[config.mk]
export PLATFORM = sky130hd
export DESIGN_NAME = regfile_dump_flat
export DESIGN_NICKNAME = d
export VERILOG_FILES = /design/src/rtl/regfile_pkg.sv /design/src/rtl/regfile_dump_if.sv /design/src/rtl/regfile_dump_ctrl.sv /design/src/rtl/regfile_dump.sv /design/src/flat_wrapper.sv
export SDC_FILE = /design/constraint.sdc
export NUM_CORES = 2
export LEC_CHECK = 0
export ABC_AREA = 0
export BUFFER_PORTS_ARGS = -buffer_cell sky130_fd_sc_hd__buf_2
export CAP_MARGIN = 30
export CELL_PAD_IN_SITES_DETAIL_PLACEMENT = 1
export CELL_PAD_IN_SITES_GLOBAL_PLACEMENT = 2
export CORE_MARGIN = 2
export CORE_UTILIZATION = 30
export CTS_BUF_LIST = sky130_fd_sc_hd__clkbuf_8
export DETAILED_ROUTE_END_ITERATION = 7
export PLACE_DENSITY = 0.69
export SYNTH_ARGS = -nofsm -noshare
export SYNTH_HDL_FRONTEND = slang
export SYNTH_SLANG_ARGS = --single-unit
[constraint.sdc]
create_clock -name clk -period 3.4 [get_ports clk]
set_input_delay 0.17 -clock clk [delete_from_list [all_inputs] [get_ports clk]]
set_output_delay 0.17 -clock clk [all_outputs]
set_load 0.02 [all_outputs]
[src/rtl/regfile_pkg.sv]
// Shared constants, dump FSM states and the read-mux select
// rule used by the register file read ports and dump beat load.
package regfile_pkg;

  localparam int DEF_DATA_W = 32;
  localparam int DEF_ADDR_W = 5;

  typedef enum logic [0:0] {
    ST_IDLE   = 1'b0,
    ST_STREAM = 1'b1
  } dump_st_e;

  typedef enum logic [1:0] {
    SEL_RF   = 2'd0,
    SEL_ZERO = 2'd1,
    SEL_BYP  = 2'd2
  } rd_sel_e;

  // r0 wins over bypass so a write to r0 never leaks through
  function automatic rd_sel_e rd_sel(
    input bit   zero_reg,
    input bit   bypass,
    input logic is_zero,
    input logic wr_hit
  );
    if (zero_reg && is_zero)
      return SEL_ZERO;
    if (bypass && wr_hit)
      return SEL_BYP;
    return SEL_RF;
  endfunction

endpackage

[src/rtl/regfile_dump_if.sv]
// Back-pressured dump stream: the register file is the master,
// the capture side is the slave.
interface regfile_dump_if
  import regfile_pkg::*;
#(
  parameter int DATA_W = DEF_DATA_W,
  parameter int ADDR_W = DEF_ADDR_W
);

  logic              dump_busy;
  logic              dump_valid;
  logic              dump_ready;
  logic [ADDR_W-1:0] dump_addr;
  logic [DATA_W-1:0] dump_data;
  logic              dump_last;

  modport master (
    output dump_busy,
    output dump_valid,
    input  dump_ready,
    output dump_addr,
    output dump_data,
    output dump_last
  );

  modport slave (
    input  dump_busy,
    input  dump_valid,
    output dump_ready,
    input  dump_addr,
    input  dump_data,
    input  dump_last
  );

endinterface

[src/rtl/regfile_dump_ctrl.sv]
// Dump FSM: walks idx 0..DEPTH-1 and holds each beat in a
// register so stalls never see later writes.
module regfile_dump_ctrl
  import regfile_pkg::*;
#(
  parameter int DATA_W = DEF_DATA_W,
  parameter int ADDR_W = DEF_ADDR_W
) (
  input  logic              clk,
  input  logic              rst_n,
  input  logic              dump_start,
  output logic [ADDR_W-1:0] ld_addr,
  input  logic [DATA_W-1:0] ld_data,
  regfile_dump_if.master    dump
);

  localparam logic [ADDR_W-1:0] LAST = {ADDR_W{1'b1}};

  dump_st_e          state;
  logic [ADDR_W-1:0] idx;
  logic [DATA_W-1:0] beat_data;
  logic              beat_last;
  logic              ld_en;
  logic              accept;

  assign accept = (state == ST_STREAM) && dump.dump_ready;

  always_comb begin
    ld_en   = 1'b0;
    ld_addr = idx + ADDR_W'(1);
    unique case (1'b1)
      (state == ST_IDLE): begin
        ld_en   = dump_start;
        ld_addr = '0;
      end
      (state == ST_STREAM): begin
        ld_en = accept && (idx != LAST);
      end
      default: ;
    endcase
  end

  always_ff @(posedge clk or negedge rst_n) begin
    if (!rst_n) begin
      state     <= ST_IDLE;
      idx       <= '0;
      beat_data <= '0;
      beat_last <= 1'b0;
    end else if (ld_en) begin
      state     <= ST_STREAM;
      idx       <= ld_addr;
      beat_data <= ld_data;
      beat_last <= (ld_addr == LAST);
    end else if (accept) begin
      state     <= ST_IDLE;
      beat_last <= 1'b0;
    end
  end

  assign dump.dump_busy  = (state == ST_STREAM);
  assign dump.dump_valid = (state == ST_STREAM);
  assign dump.dump_addr  = idx;
  assign dump.dump_data  = beat_data;
  assign dump.dump_last  = beat_last;

endmodule

[src/rtl/regfile_dump.sv]
// 2R/1W register file with optional r0 hardwiring, write
// bypass and a full-contents dump stream.
module regfile_dump
  import regfile_pkg::*;
#(
  parameter int DATA_W   = DEF_DATA_W,
  parameter int ADDR_W   = DEF_ADDR_W,
  parameter bit ZERO_REG = 1'b1,
  parameter bit BYPASS   = 1'b1
) (
  input  logic              clk,
  input  logic              rst_n,
  input  logic [ADDR_W-1:0] rd_addr_a,
  input  logic [ADDR_W-1:0] rd_addr_b,
  output logic [DATA_W-1:0] rd_data_a,
  output logic [DATA_W-1:0] rd_data_b,
  input  logic              wr_en,
  input  logic [ADDR_W-1:0] wr_addr,
  input  logic [DATA_W-1:0] wr_data,
  input  logic              dump_start,
  regfile_dump_if.master    dump
);

  localparam int DEPTH = 2 ** ADDR_W;

  logic [DATA_W-1:0] rf [DEPTH];
  logic [ADDR_W-1:0] ld_addr;
  logic [DATA_W-1:0] ld_data;
  logic              wr_ok;

  assign wr_ok = wr_en && !(ZERO_REG && (wr_addr == '0));

  always_ff @(posedge clk or negedge rst_n) begin
    if (!rst_n) begin
      for (int i = 0; i < DEPTH; i++)
        rf[i] <= '0;
    end else if (wr_ok) begin
      rf[wr_addr] <= wr_data;
    end
  end

  function automatic logic [DATA_W-1:0] rd_mux(
    input logic [ADDR_W-1:0] a,
    input logic [DATA_W-1:0] stored,
    input logic              we,
    input logic [ADDR_W-1:0] wa,
    input logic [DATA_W-1:0] wd
  );
    rd_sel_e s;
    s = rd_sel(ZERO_REG, BYPASS, a == '0, we && (wa == a));
    unique case (s)
      SEL_ZERO: return '0;
      SEL_BYP:  return wd;
      default:  return stored;
    endcase
  endfunction

  assign rd_data_a = rd_mux(rd_addr_a, rf[rd_addr_a],
                            wr_en, wr_addr, wr_data);
  assign rd_data_b = rd_mux(rd_addr_b, rf[rd_addr_b],
                            wr_en, wr_addr, wr_data);
  assign ld_data   = rd_mux(ld_addr, rf[ld_addr],
                            wr_en, wr_addr, wr_data);

  regfile_dump_ctrl #(
    .DATA_W (DATA_W),
    .ADDR_W (ADDR_W)
  ) u_ctrl (
    .clk        (clk),
    .rst_n      (rst_n),
    .dump_start (dump_start),
    .ld_addr    (ld_addr),
    .ld_data    (ld_data),
    .dump       (dump)
  );

endmodule

[src/flat_wrapper.sv]
// flat-port wrapper written by rule: the top's interface ports become plain ports
module regfile_dump_flat import regfile_pkg::*;
#(
  parameter int DATA_W   = DEF_DATA_W,
  parameter int ADDR_W   = DEF_ADDR_W,
  parameter bit ZERO_REG = 1'b1,
  parameter bit BYPASS   = 1'b1
)
  (clk, rst_n, rd_addr_a, rd_addr_b, rd_data_a, rd_data_b, wr_en, wr_addr, wr_data, dump_start, dump_dump_busy, dump_dump_valid, dump_dump_ready, dump_dump_addr, dump_dump_data, dump_dump_last);
  regfile_dump_if #(.DATA_W(DATA_W), .ADDR_W(ADDR_W)) dump_i ();
  input  logic clk;
  input  logic rst_n;
  input  logic [ADDR_W-1:0] rd_addr_a;
  input  logic [ADDR_W-1:0] rd_addr_b;
  output logic [DATA_W-1:0] rd_data_a;
  output logic [DATA_W-1:0] rd_data_b;
  input  logic wr_en;
  input  logic [ADDR_W-1:0] wr_addr;
  input  logic [DATA_W-1:0] wr_data;
  input  logic dump_start;
  output wire logic [$bits(dump_i.dump_busy)-1:0] dump_dump_busy;
  output wire logic [$bits(dump_i.dump_valid)-1:0] dump_dump_valid;
  input wire logic [$bits(dump_i.dump_ready)-1:0] dump_dump_ready;
  output wire logic [$bits(dump_i.dump_addr)-1:0] dump_dump_addr;
  output wire logic [$bits(dump_i.dump_data)-1:0] dump_dump_data;
  output wire logic [$bits(dump_i.dump_last)-1:0] dump_dump_last;
  assign dump_dump_busy = dump_i.dump_busy;
  assign dump_dump_valid = dump_i.dump_valid;
  assign dump_i.dump_ready = dump_dump_ready;
  assign dump_dump_addr = dump_i.dump_addr;
  assign dump_dump_data = dump_i.dump_data;
  assign dump_dump_last = dump_i.dump_last;
  regfile_dump #(.DATA_W(DATA_W), .ADDR_W(ADDR_W), .ZERO_REG(ZERO_REG), .BYPASS(BYPASS)) u_core (.clk(clk), .rst_n(rst_n), .rd_addr_a(rd_addr_a), .rd_addr_b(rd_addr_b), .rd_data_a(rd_data_a), .rd_data_b(rd_data_b), .wr_en(wr_en), .wr_addr(wr_addr), .wr_data(wr_data), .dump_start(dump_start), .dump(dump_i));
endmodule
==> reports/metrics.cfg <==
[yosys]
synth_seq_cells=1063
synth_top_area_share_pct=40.7
syn_nets=4949
synth_edf_count=0
syn_avg_cell_area_um2=13.4
yosysSeqAreaShare_pct=40.7
yosys_most_used_dff=dfrtp_1
yosys_warnings=0
synth_top_cell_by_area=dfrtp_1
netlist_area_mm2=0.0654
syn_inst=4895
yosys-top-cells-area=dfrtp_1, mux4_2, mux2_2
synth.distinct_cells=57
async_flop_share_pct=100

[route]
wl_um=277000
vias_per_cell=6.20
post_drt_wl_per_cell_um=34.8
detail_route.first_pass.iterations=8
drt_iter0_drc=5204
postRouteAntennaNets=0
num_vias=49500
drc_errors=0

[critical_path]
slowest_delay_ps=510
reg2reg_slack_ps=190
path_class=reg -> out
worstPathArrival_ps=3150
path_max_fanout=4
crit_path_frequent_cell=mux4_2
cp_slowest_cell=mux4_2
crit_required_ps=3230
r2r_cells=13
path_cells=mux4_2 > mux4_2 > mux2i_2 > a211oi_1 > buf_2
endpoint_kind=primary output
worst-path-stages=5
crit_path_start_kind=register
cp_top_family=multiplexers
critPathBufInv=1

[global_routing]
grt_pass1_wl_um=396000
grt_max_degree=133
grt_pass1_vias=51200
grt_antenna_before_repair=11
grt_usage_pct=24.6
overflow=0

[sta]
report.final.setup_viol=0
final.period_utilization_pct=97.7
worstMarginPinSlew_ps=1070
hold_violations=0
rsz0062_at_grt=no
fin_tns_setup_ps=0
relSlewSlack_pct=28.6
fmax_mhz=301
finalCriticalPeriod_ps=3320
hold_slack_ps=135
drv_slew=0
fin_skew_ps=44.8

[clock_tree]
cts_root_buf=clkbuf_8
cts-htree-levels=4
clock_latency_ps=970
cts_tree=built
clk_pin_slew_ps=70
clock-sinks=1063
numCtsBuffers=191
clk_path_buf_depth=3

[floorplan]
dieArea_mm2=0.222
core_mm2=0.217
num_io_pins=156
start_util_pct=30.1
fp.dieW_um=471
die_h_um=471
row_count=171

[worst_hold_path]
hold_depth=5
hold_class=in -> reg

[finish]
multi_input_area_mm2=0.0369
fin_nets=5018
layout_common_cells=mux2_2, dfrtp_1, mux4_2, clkbuf_8, mux2i_1
drive_gt1_share_pct=49.1
synthToLayoutAreaGrowth_pct=15.7
fill_cells=22800
ff_latch_area_mm2=0.0266

[run]
drv_cap=0

[run_status]
status=complete, no violations

[power]
power_w=0.0548
leakage_nw=31.4
p_per_area_mw_per_mm2=725
peakVddDrop_mv=0.904

[placement]
hpwlAfterDp_um=166000
gp_congestion=0.831
io_buffers=155

## sequential cells by signal, indices dropped and copies added, names as in the netlist
name	flops
u_core.rf	1024
u_core.u_ctrl.dump.dump_addr	5
u_core.u_ctrl.dump.dump_busy	1
u_core.u_ctrl.dump.dump_data	32
u_core.u_ctrl.dump.dump_last	1
## path summary, 6_finish.rpt
kind | to | startpoint
setup / recovery | rd_data_a[18] | u_core.rf[18]
hold / removal | u_core.u_ctrl.dump.dump_addr[4] | dump_start
setup reg to reg | u_core.u_ctrl.dump.dump_data[6] | u_core.u_ctrl.dump.dump_addr[0]
hold reg to reg | u_core.rf[1007] | u_core.rf[1007]
max in group asynchronous | u_core.rf[510] | rst_n
min in group asynchronous | u_core.rf[711] | rst_n
## cell usage after synthesis (96+ instances only)
| master | instances |
|---|---|
| a21oi_1 | 134 |
| clkbuf_1 | 386 |
| o21ai_0 | 131 |
| mux2i_1 | 241 |
| o22ai_1 | 155 |
| buf_2 | 108 |
| mux2_2 | 1061 |
| nand2_1 | 151 |
| buf_1 | 96 |
| mux4_2 | 646 |
| dfrtp_1 | 1063 |
| a211oi_1 | 104 |
| nor2_1 | 198 |
## timing repair
action	CTS	global route
setup buffers	0	0
gates resized for setup	8	2
pin swaps	0	0
hold buffers	38	0
endpoints found under the setup margin	6	3
endpoints found under the hold margin	2090	0
## cell families after synthesis
group / count (synthesis) / share of synthesized area (%)
flops: 1063 / 40.7
compound gates: 792 / 8.08
simple gates: 475 / 3.14
mux: 1948 / 44.2
fa+ha+maj: 2 / 0.0383
buf+inv: 601 / 3.69
xor+xnor: 14 / 0.187
## metrics by stage
step	util (%)	worst slack (ps)	cell area (um2)	cells
final	34.9	77.2	75700	7974
after global routing	34.9	3.24	75600	7971
after CTS	34.9	4.69	75600	7966
after detailed placement	32.8	239	71200	7587
after global placement	32.8	243	71100	7584
after floorplan	-	385	65400	4895
## where the power goes
| part | internal [W] | switching, W |
|---|---|---|
| logic | 0.0105 | 0.0135 |
| registers | 0.0152 | 0.00278 |
| clock network | 0.00681 | 0.00608 |
| total | 0.0325 | 0.0223 |
## cell type report
| type | instances | share of cell area (%) |
|---|---|---|
| clock inverter | 88 | 0.681 |
| timing repair buffer | 471 | 6.03 |
| clock buffer | 253 | 4.60 |
| antenna | 8 | 0.0265 |
| tap | 2854 | 4.72 |
| multi-input combinational | 3231 | 48.7 |
| sequential | 1063 | 35.2 |
| inverter | 6 | 0.0298 |
## metal layers
metal  wire (um)  vias up  track usage, %
met5          27        -               0
met2      129000     2402            38.9
met1      114000    27100            32.9
li1            -    19400               -
met4       13100        4            10.7
met3       20400      614            4.74
## tightest hold or removal path: cells and delay by family
kind                   cells  cell delay, ps
AO/OA/AOI/OAI              1              70
buffers and inverters      2             680
AND/OR/NAND/NOR            2             100
(Power assumes the default switching activity.)
